`src/rtl/alu_arbiter.sv`:
```
// Two-requester front end for a shared combinational ALU.
// Grants one op at a time, executes it for one cycle, holds the result until consumed.
module alu_arbiter #(
    parameter int unsigned FIXED_PRIO = 0
) (
    input  logic        clk_i,
    input  logic        rst_i,

    input  logic        req0_valid_i,
    output logic        req0_ready_o,
    input  logic [3:0]  req0_op_i,
    input  logic [31:0] req0_a_i,
    input  logic [31:0] req0_b_i,

    input  logic        req1_valid_i,
    output logic        req1_ready_o,
    input  logic [3:0]  req1_op_i,
    input  logic [31:0] req1_a_i,
    input  logic [31:0] req1_b_i,

    output logic        rsp0_valid_o,
    input  logic        rsp0_ready_i,
    output logic [31:0] rsp0_data_o,

    output logic        rsp1_valid_o,
    input  logic        rsp1_ready_i,
    output logic [31:0] rsp1_data_o,

    output logic [3:0]  alu_op_o,
    output logic [31:0] alu_a_o,
    output logic [31:0] alu_b_o,
    input  logic [31:0] alu_out_i
);

    typedef enum logic [1:0] {
        ST_IDLE,
        ST_EXEC,
        ST_RESP
    } state_t;

    state_t      state_q, state_d;
    logic        owner_q, owner_d;
    logic        last_q, last_d;
    logic [3:0]  op_q, op_d;
    logic [31:0] a_q, a_d;
    logic [31:0] b_q, b_d;
    logic [31:0] res_q, res_d;

    logic        any_valid;
    logic        win_id;
    logic        owner_ready;

    assign any_valid = req0_valid_i | req1_valid_i;
    assign owner_ready = owner_q ? rsp1_ready_i : rsp0_ready_i;

    // Round-robin only matters on contention; a lone requester always wins.
    always_comb begin
        win_id = ~req0_valid_i;
        if (FIXED_PRIO == 0 && req0_valid_i && req1_valid_i) begin
            win_id = ~last_q;
        end
    end

    always_comb begin
        state_d      = state_q;
        owner_d      = owner_q;
        last_d       = last_q;
        op_d         = op_q;
        a_d          = a_q;
        b_d          = b_q;
        res_d        = res_q;
        req0_ready_o = 1'b0;
        req1_ready_o = 1'b0;
        rsp0_valid_o = 1'b0;
        rsp1_valid_o = 1'b0;

        unique case (state_q)
            ST_IDLE: begin
                if (any_valid) begin
                    req0_ready_o = ~win_id;
                    req1_ready_o = win_id;
                    state_d      = ST_EXEC;
                    owner_d      = win_id;
                    last_d       = win_id;
                    op_d         = win_id ? req1_op_i : req0_op_i;
                    a_d          = win_id ? req1_a_i : req0_a_i;
                    b_d          = win_id ? req1_b_i : req0_b_i;
                end
            end
            ST_EXEC: begin
                res_d   = alu_out_i;
                state_d = ST_RESP;
            end
            ST_RESP: begin
                rsp0_valid_o = ~owner_q;
                rsp1_valid_o = owner_q;
                if (owner_ready) begin
                    state_d = ST_IDLE;
                end
            end
            default: begin
                state_d = ST_IDLE;
            end
        endcase
    end

    always_ff @(posedge clk_i) begin
        if (rst_i) begin
            state_q <= ST_IDLE;
            owner_q <= 1'b0;
            last_q  <= 1'b1;
            op_q    <= 4'd0;
            a_q     <= 32'd0;
            b_q     <= 32'd0;
            res_q   <= 32'd0;
        end else begin
            state_q <= state_d;
            owner_q <= owner_d;
            last_q  <= last_d;
            op_q    <= op_d;
            a_q     <= a_d;
            b_q     <= b_d;
            res_q   <= res_d;
        end
    end

    assign alu_op_o    = op_q;
    assign alu_a_o     = a_q;
    assign alu_b_o     = b_q;
    assign rsp0_data_o = res_q;
    assign rsp1_data_o = res_q;

endmodule

```
`config.mk`:
```
export PLATFORM = sky130hd
export DESIGN_NAME = alu_arbiter
export DESIGN_NICKNAME = d
export VERILOG_FILES = /design/src/rtl/alu_arbiter.sv
export SDC_FILE = /design/constraint.sdc
export NUM_CORES = 1
export LEC_CHECK = 0
export ABC_AREA = 1
export BUFFER_PORTS_ARGS = -buffer_cell sky130_fd_sc_hd__buf_2
export CORE_UTILIZATION = 23
export CTS_CLUSTER_DIAMETER = 80
export DETAILED_ROUTE_END_ITERATION = 8
export MAX_ROUTING_LAYER = met4
export SLEW_MARGIN = 20
export SYNTH_ARGS = -nofsm -noshare
export SYNTH_HDL_FRONTEND = slang
export SYNTH_SLANG_ARGS = --single-unit
```
`constraint.sdc`:
```
create_clock -name clk_i -period 1.55 [get_ports clk_i]
set_input_delay 0.31 -clock clk_i [delete_from_list [all_inputs] [get_ports clk_i]]
set_output_delay 0.31 -clock clk_i [all_outputs]
set_load 0.01 [all_outputs]
```
==> results of run 1 <==
layer usage:
metal  part of all wire, %  global-route usage, %
met5                     0                      -
met4                   1.2                   4.11
met3                   6.5                   3.50
met2                    50                   26.3
met1                    42                   15.8
power groups by stage:
stage | sequential (mW) | clock (mW) | combinational (mW)
5_1_grt | 3.22 | 2.52 | 2.40
3_3_place_gp | 3.22 | 0 | 2.11
6_report | 3.17 | 2.29 | 2.11
4_1_cts | 3.17 | 2.42 | 2.14
2_1_floorplan | 3.37 | 0 | 1.13
3_5_place_dp | 3.23 | 0 | 2.11
kinds of logic after synthesis:
family | count (synthesis)
flops | 104
compound gates | 103
simple gates | 355
buf+inv | 231
state kept, by name, summed over array words and instances (netlist names):
signal	count
alu_a_o	32
alu_b_o	32
rsp0_data_o	32
alu_op_o	4
state_q	2
last_q	1
owner_q	1
worst max-delay path by stage:
stage                             from  cells past startpoint      endpoint  slack, ns
after global placement    req1_valid_i                      8   alu_a_o[10]        0.1
after CTS                   state_q[1]                      6  req1_ready_o     0.0009
after detailed placement  req1_valid_i                      8   alu_a_o[18]        0.1
final                       state_q[1]                      6  req1_ready_o       0.07
after global routing        state_q[1]                      6  req1_ready_o     -0.006
after floorplan           req0_valid_i                      6  req1_ready_o       0.24
cell usage in the layout (no fill, tap or decap), types with 4 or more instances in the layout:
master / instances
a21oi_1: 70
buf_12: 8
buf_2: 309
buf_4: 14
clkbuf_16: 9
dfxtp_1: 102
inv_1: 142
inv_2: 4
nand2_1: 140
nand3_1: 137
nor2_1: 69
o21ai_0: 32
timing repair:
| item | 4_1_cts | 5_1_grt |
|---|---|---|
| setup endpoints to repair | 3 | 3 |
| pin swaps | 3 | 1 |
| setup buffers | 2 | 1 |
| resized for setup | 9 | 4 |
| endpoints found under the hold margin | 0 | 0 |
cell type report:
cell class              instances  area share, %
flip-flops and latches        104           29.1
well taps                     280           4.89
diodes                          1         0.0349
clock inverters                 7          0.979
clock buffers                   9           3.15
multi-input cells             458           28.9
repair buffers                331           25.3
inverters                     146           7.65
critical path, delay by kind of cell, from the launching register on:
| family | cells | cell delay (ns) |
|---|---|---|
| buffers and inverters | 3 | 0.23 |
| flip-flops | 1 | 0.34 |
| AND/OR/NAND/NOR | 3 | 0.24 |
==> results by group, run 1 <==
Power and ir drop
  • Pwr Total: 7.57 mW
  • Switch share: around 34%
  • Worst ir drop on vdd: 0.503 mV
  • Clock power frac: 30.2%
  • Leakage: 4.19 nW
  • Internal power: around 5 mW
  • Switching pwr: 2.55 mW
  • Power density over the cells: 1060 nW/um^2
  • Reg power frac: 41.9%
  • Gate power share: 27.9%

Place
  • RD Place Congestion: 0.750
  • Area after DPL: around 7000 sq um
  • Pre-CTS setup slack: 0.0959 ns
  • Detail Placement HPWL: approximately 12,000 microns
  • Port Buffers: 309
  • Post-Place Cells: 1,316

STA
  • Final setup skew: approximately 0.0076 ns
  • Slew @ Worst Pin: 0.335 ns
  • Slew Limit Fails: 0
  • Max-Slew Margin vs Limit: 77.7%
  • Setup WS post-layout: 0.0731 ns
  • Minimum hold slack: between 0.15 and 0.2 ns
  • Final setup fails: 0
  • F_max: 677 MHz
  • Crit share post-route: 95.3%
  • Final Critical Period: 1.48 ns
  • Fin. Hold Viols: 0
  • Total negative setup slack: 0 ns

Synthesis
  • YS warnings: 0
  • Distinct cells, synth: 15
  • Post-synthesis register bit count: 104
  • Top cell type's share of synthesized area: 40.4%
  • Compound-cell area share of the yosys netlist: 10.0%
  • Post-Syn Area: 5160 sq um
  • Fraction of registers with async set or reset after synthesis: 0%
  • Synth Area in Simple Gates: a little under 30%
  • Syn Inst Count: 793
  • Cell taking the most area after synthesis: dfxtp_1
  • Synthesized area per cell: between 6 and 7 sq um
  • Largest family of logic cells by synthesized area: simple AND/OR/NAND/NOR gates
  • Post-synth top cells: 146 x inv_1, 144 x nand2_1, 137 x nand3_1
  • Synthesized Nets: 967
  • Area contributors post-synth: dfxtp_1 40%, nand3_1 13%, inv_1 11%
  • Sequential element share of the synthesized area: 40.4%
  • Synth Area in Adders: 0%
  • Synth Flop Type: dfxtp_1
  • Number of synthesized flops with an enable pin: 0
  • XOR/XNOR share of the synthesized area: 0%
  • Share of synthesized area spent on multiplexers: 0%
  • Top-count cell post-synth: inv_1

Setup path
  • Crit path largest cell delay: 0.34 ns
  • Slowest CP cell: dfxtp_2
  • Reg2Reg Capture Point: alu_a_o[12]
  • Worst EP required: 1.24 ns
  • Worst-path maximum fanout: 3
  • Critical path arrival: 1.17 ns
  • R2R Setup Slk: 0.18 ns
  • Crit path cell chain: inv_2 -> nand2_2 -> nor2_4 -> nand2_2 -> inv_2 -> buf_2
  • Reg2Reg Depth: 9
  • WS Path Type: flip-flop to primary output
  • Crit start category: flip-flop
  • Worst r2r src: state_q[1]
  • CP endpoint kind: primary output

Clock tree
  • Root Buffer Master: clkbuf_16
  • Sink Count: between 100 and 150
  • Hold_buf cts: 0
  • Worst skew pair latency: 0.35 ns
  • Num CTS Buffers: 9
  • H-tree levels: 3
  • Worst-path clk slew: approximately 0.08 ns
  • CTS tree: done
  • Clock Path Buffers: 2

Status
  • Status: completed

Min path
  • Hold Path Depth: 3
  • WHS Endpoint: rsp0_data_o[29]
  • Hold wc startpoint: alu_out_i[29]
  • Hold WC Path Type: input port to flip-flop

Run
  • Max-cap viol count: 0

Floorplanning
  • Number of top-level pins: 310
  • Die Y: 152 microns
  • Starting Density: 23.6%
  • Die width: between 150 and 200 microns
  • Cell Rows: between 50 and 60
  • Core Area: 21,900 sq um
  • Total die area: 23,000 sq um

Global route
  • Vias in the first global route: 5,073
  • Largest net degree at the start of global routing: between 50 and 60
  • Antenna violations before repair: 0
  • GRT Util Overall: 14.6%
  • Global-route wire length before repair: 25,200 microns
  • GR Overflow Total: 0

Drt
  • DR pass1 iterations: 5
  • Iter 0 DRT Violations: ~170
  • DRC: 0
  • Vias: 5,633
  • Antenna Violating Nets Remaining: 0
  • Total Wirelength: 16,700 microns
  • Routed len/inst: 12.5 microns
  • Via/cell ratio: 4.22

Final layout
  • NumNets Final: approximately 1,200
  • Reg area: 2080 sq um
  • Layout cells sized above 1: between 30% and 40%
  • Layout area overhead: 38.8%
  • Final Instance Area: 7160 sq um
  • Area of the multi-input gates: 2070 sq um
  • Filler Cells Inserted: 2,421
  • Non-Filler Instances: 1,336
  • Core Util, Final: 32.7%
(Power assumes the default switching activity.)
==> run 2, diff against run 1 <==
CTS_BUF_LIST = sky130_fd_sc_hd__clkbuf_2   (was not set)
==> run 2 against run 1 <==
Net effect:
- the run now ends with setup timing left
- largest cell class is now buffers
- clock skew increased by 0.015 ns
- combinational power grew 40%
- core utilization increased by 11 points
- design area rose by 35%
==> results by group, run 2 (synthesis results as in run 1) <==
Place
  • RD Place Congestion: 0.750 (unchanged)
  • Post-Place Cells: 1,316 (unchanged)
  • Area after DPL: 6810 sq um (unchanged)
  • Pre-CTS setup slack: 0.0959 ns (unchanged)
  • Detail Placement HPWL: 12,100 microns (unchanged)
  • Port Buffers: 309 (unchanged)

Floorplanning
  • Starting Density: 23.6% (unchanged)
  • Die Y: 152 microns (unchanged)
  • Total die area: 23,000 sq um (unchanged)
  • Die width: 152 microns (unchanged)
  • Number of top-level pins: 310 (unchanged)
  • Cell Rows: 54 (unchanged)
  • Core Area: 21,900 sq um (unchanged)

Run
  • Max-cap viol count: 0 (unchanged)

STA
  • Setup WS post-layout: -0.226 ns (was 0.0731 ns)
  • Minimum hold slack: 0.0806 ns (was 0.174 ns)
  • F_max: 563 MHz (was 677 MHz)
  • Slew Limit Fails: 0 (unchanged)
  • RSZ-0062 raised after global routing: true
  • Slew @ Worst Pin: 0.338 ns (was 0.335 ns)
  • Fin. Hold Viols: 0 (unchanged)
  • Max-Slew Margin vs Limit: 77.4% (was 77.7%)
  • Crit share post-route: 115% (was 95.3%)
  • Final Critical Period: 1.78 ns (was 1.48 ns)
  • Total negative setup slack: -0.834 ns (was 0 ns)
  • Final setup fails: 4 (was 0)
  • Final setup skew: 0.0229 ns (was 0.00759 ns)

Drt
  • Antenna Violating Nets Remaining: 0 (unchanged)
  • DR pass1 iterations: 5 (unchanged)
  • Total Wirelength: 21,600 microns (was 16,700 microns)
  • Wl on met1: 8220 microns (was 7000 microns)
  • Vias: 6,701 (was 5,633)
  • DRC: 0 (unchanged)
  • Routed len/inst: 14.3 microns (was 12.5 microns)
  • Met2 routed WL: 10,700 microns (was 8360 microns)
  • Via/cell ratio: 4.44 (was 4.22)
  • Top Metal Used: met4 (unchanged)
  • Iter 0 DRT Violations: 258 (was 173)
  • Metal3 WL: 1740 microns (was 1080 microns)

Setup path
  • Worst r2r src: state_q[0] (was state_q[1])
  • Worst EP required: 1.24 ns (about the same)
  • CP endpoint kind: primary output (unchanged)
  • Worst-path maximum fanout: 6 (was 3)
  • Crit start category: flip-flop (unchanged)
  • Reg2Reg Depth: 6 (was 9)
  • Crit path cell chain: inv_2 -> nand2_4 -> nand2_8 -> nor2_2 -> buf_2 (was inv_2 -> nand2_2 -> nor2_4 -> nand2_2 -> inv_2 -> buf_2)
  • Crit path largest cell delay: 0.39 ns (was 0.34 ns)
  • WS Path Type: flip-flop to primary output (unchanged)
  • Critical path arrival: 1.47 ns (was 1.17 ns)
  • R2R Setup Slk: 0.07 ns (was 0.18 ns)
  • Slowest CP cell: dfxtp_2 (unchanged)
  • Reg2Reg Capture Point: state_q[1] (was alu_a_o[12])

Clock tree
  • H-tree levels: 3 (unchanged)
  • Root Buffer Master: clkbuf_2 (was clkbuf_16)
  • CTS tree: done (unchanged)
  • Worst skew pair latency: 0.61 ns (was 0.35 ns)
  • Worst-path clk slew: 0.30 ns (was 0.08 ns)
  • Clock Path Buffers: 2 (unchanged)
  • Num CTS Buffers: 9 (unchanged)
  • Sink Count: 104 (unchanged)

Final layout
  • Most frequent cells in the layout: 185 x buf_2, 169 x dlygate4sd3_1, 141 x inv_1, 140 x nand2_1, 137 x nand3_1 (was 309 x buf_2, 142 x inv_1, 140 x nand2_1, 137 x nand3_1, 102 x dfxtp_1)
  • Non-Filler Instances: 1,508 (was 1,336)
  • NumNets Final: 1,396 (was 1,224)
  • Area of the multi-input gates: 2080 sq um (was 2070 sq um)
  • Filler Cells Inserted: 2,049 (was 2,421)
  • Final Instance Area: 9630 sq um (was 7160 sq um)
  • Commonest non-fill, non-tap cell in the layout: buf_2 (unchanged)
  • Layout cells sized above 1: 38.1% (was 34.3%)
  • Reg area: 2230 sq um (was 2080 sq um)
  • Layout area overhead: 86.8% (was 38.8%)
  • Core Util, Final: 44.0% (was 32.7%)

Min path
  • Hold wc startpoint: req0_a_i[0] (was alu_out_i[29])
  • WHS Endpoint: alu_a_o[0] (was rsp0_data_o[29])
  • Hold Path Depth: 5 (was 3)
  • Hold WC Path Type: input port to flip-flop (unchanged)

Power and ir drop
  • Clock power frac: 17.4% (was 30.2%)
  • Switch share: 35.5% (was 33.7%)
  • Switching pwr: 2.71 mW (was 2.55 mW)
  • Power density over the cells: 791 nW/um^2 (was 1060 nW/um^2)
  • Pwr Total: 7.62 mW (was 7.57 mW)
  • Gate power share: 38.8% (was 27.9%)
  • Leakage: 5.01 nW (was 4.19 nW)
  • Internal power: 4.92 mW (was 5.02 mW)
  • Worst ir drop on vdd: 0.315 mV (was 0.503 mV)
  • Reg power frac: 43.8% (was 41.9%)

Global route
  • GR Overflow Total: 0 (unchanged)
  • Vias in the first global route: 6,737 (was 5,073)
  • Global-route wire length before repair: 32,100 microns (was 25,200 microns)
  • GRT Util Overall: 18.4% (was 14.6%)
  • Largest net degree at the start of global routing: 58 (unchanged)
  • Antenna violations before repair: 0 (unchanged)

Status
  • Status: finished, violations left (was completed)
  • Failing checks: setup timing
==> run 2: cell count changes in the layout (fill, tap and decap cells not counted), sizes merged <==
cell,delta
buf,+3
dlygate4sd3,+169
==> run 2: cell type report <==
type                       count  area share, %
antenna                        1         0.0260
clock buffer                   9          0.468
tap                          280           3.64
multi-input combinational    458           21.6
timing repair buffer         503           44.6
inverter                     146           5.71
sequential                   104           23.2
clock inverter                 7          0.727
==> run 2: per-layer routing <==
metal  track usage (%)  up-vias
met5                 -        -
met4              10.3        0
met3              4.67       89
met2              33.0      374
met1              18.1     2968
li1                  -     3270
==> run 2: timing repair <==
action | in CTS | in global routing
gates cloned | 0 | 0
hold buffers | 169 | 0
setup buffers | 6 | 0
endpoints found under the setup margin | 118 | 136
hold endpoints to repair | 101 | 0
pin swaps | 5 | 2
resized for setup | 203 | 58
==> run 2: worst max path at each step <==
stage               slack [ns]  cells after the start           end          from
CTS                      -0.38                      5  req0_ready_o        last_q
detailed placement         0.1                      8   alu_a_o[18]  req1_valid_i
global placement           0.1                      8   alu_a_o[10]  req1_valid_i
floorplan                 0.24                      6  req1_ready_o  req0_valid_i
finish                   -0.23                      5  req0_ready_o        last_q
global route             -0.40                      5  rsp0_valid_o    state_q[0]
==> run 2: power by group through the flow <==
| stage | logic [mW] | clock network (mW) | registers, mW |
|---|---|---|---|
| floorplan | 1.13 | 0 | 3.37 |
| global placement | 2.11 | 0 | 3.22 |
| detailed placement | 2.11 | 0 | 3.23 |
| CTS | 2.80 | 1.46 | 3.30 |
| global route | 3.25 | 1.54 | 3.38 |
| finish | 2.96 | 1.33 | 3.34 |
==> run 2: worst max-delay path, delay by kind of cell, from the launching register on <==
family | cells | cell delay [ns]
buffers and inverters | 2 | 0.19
and+or+nand+nor | 3 | 0.29
DFF | 1 | 0.39
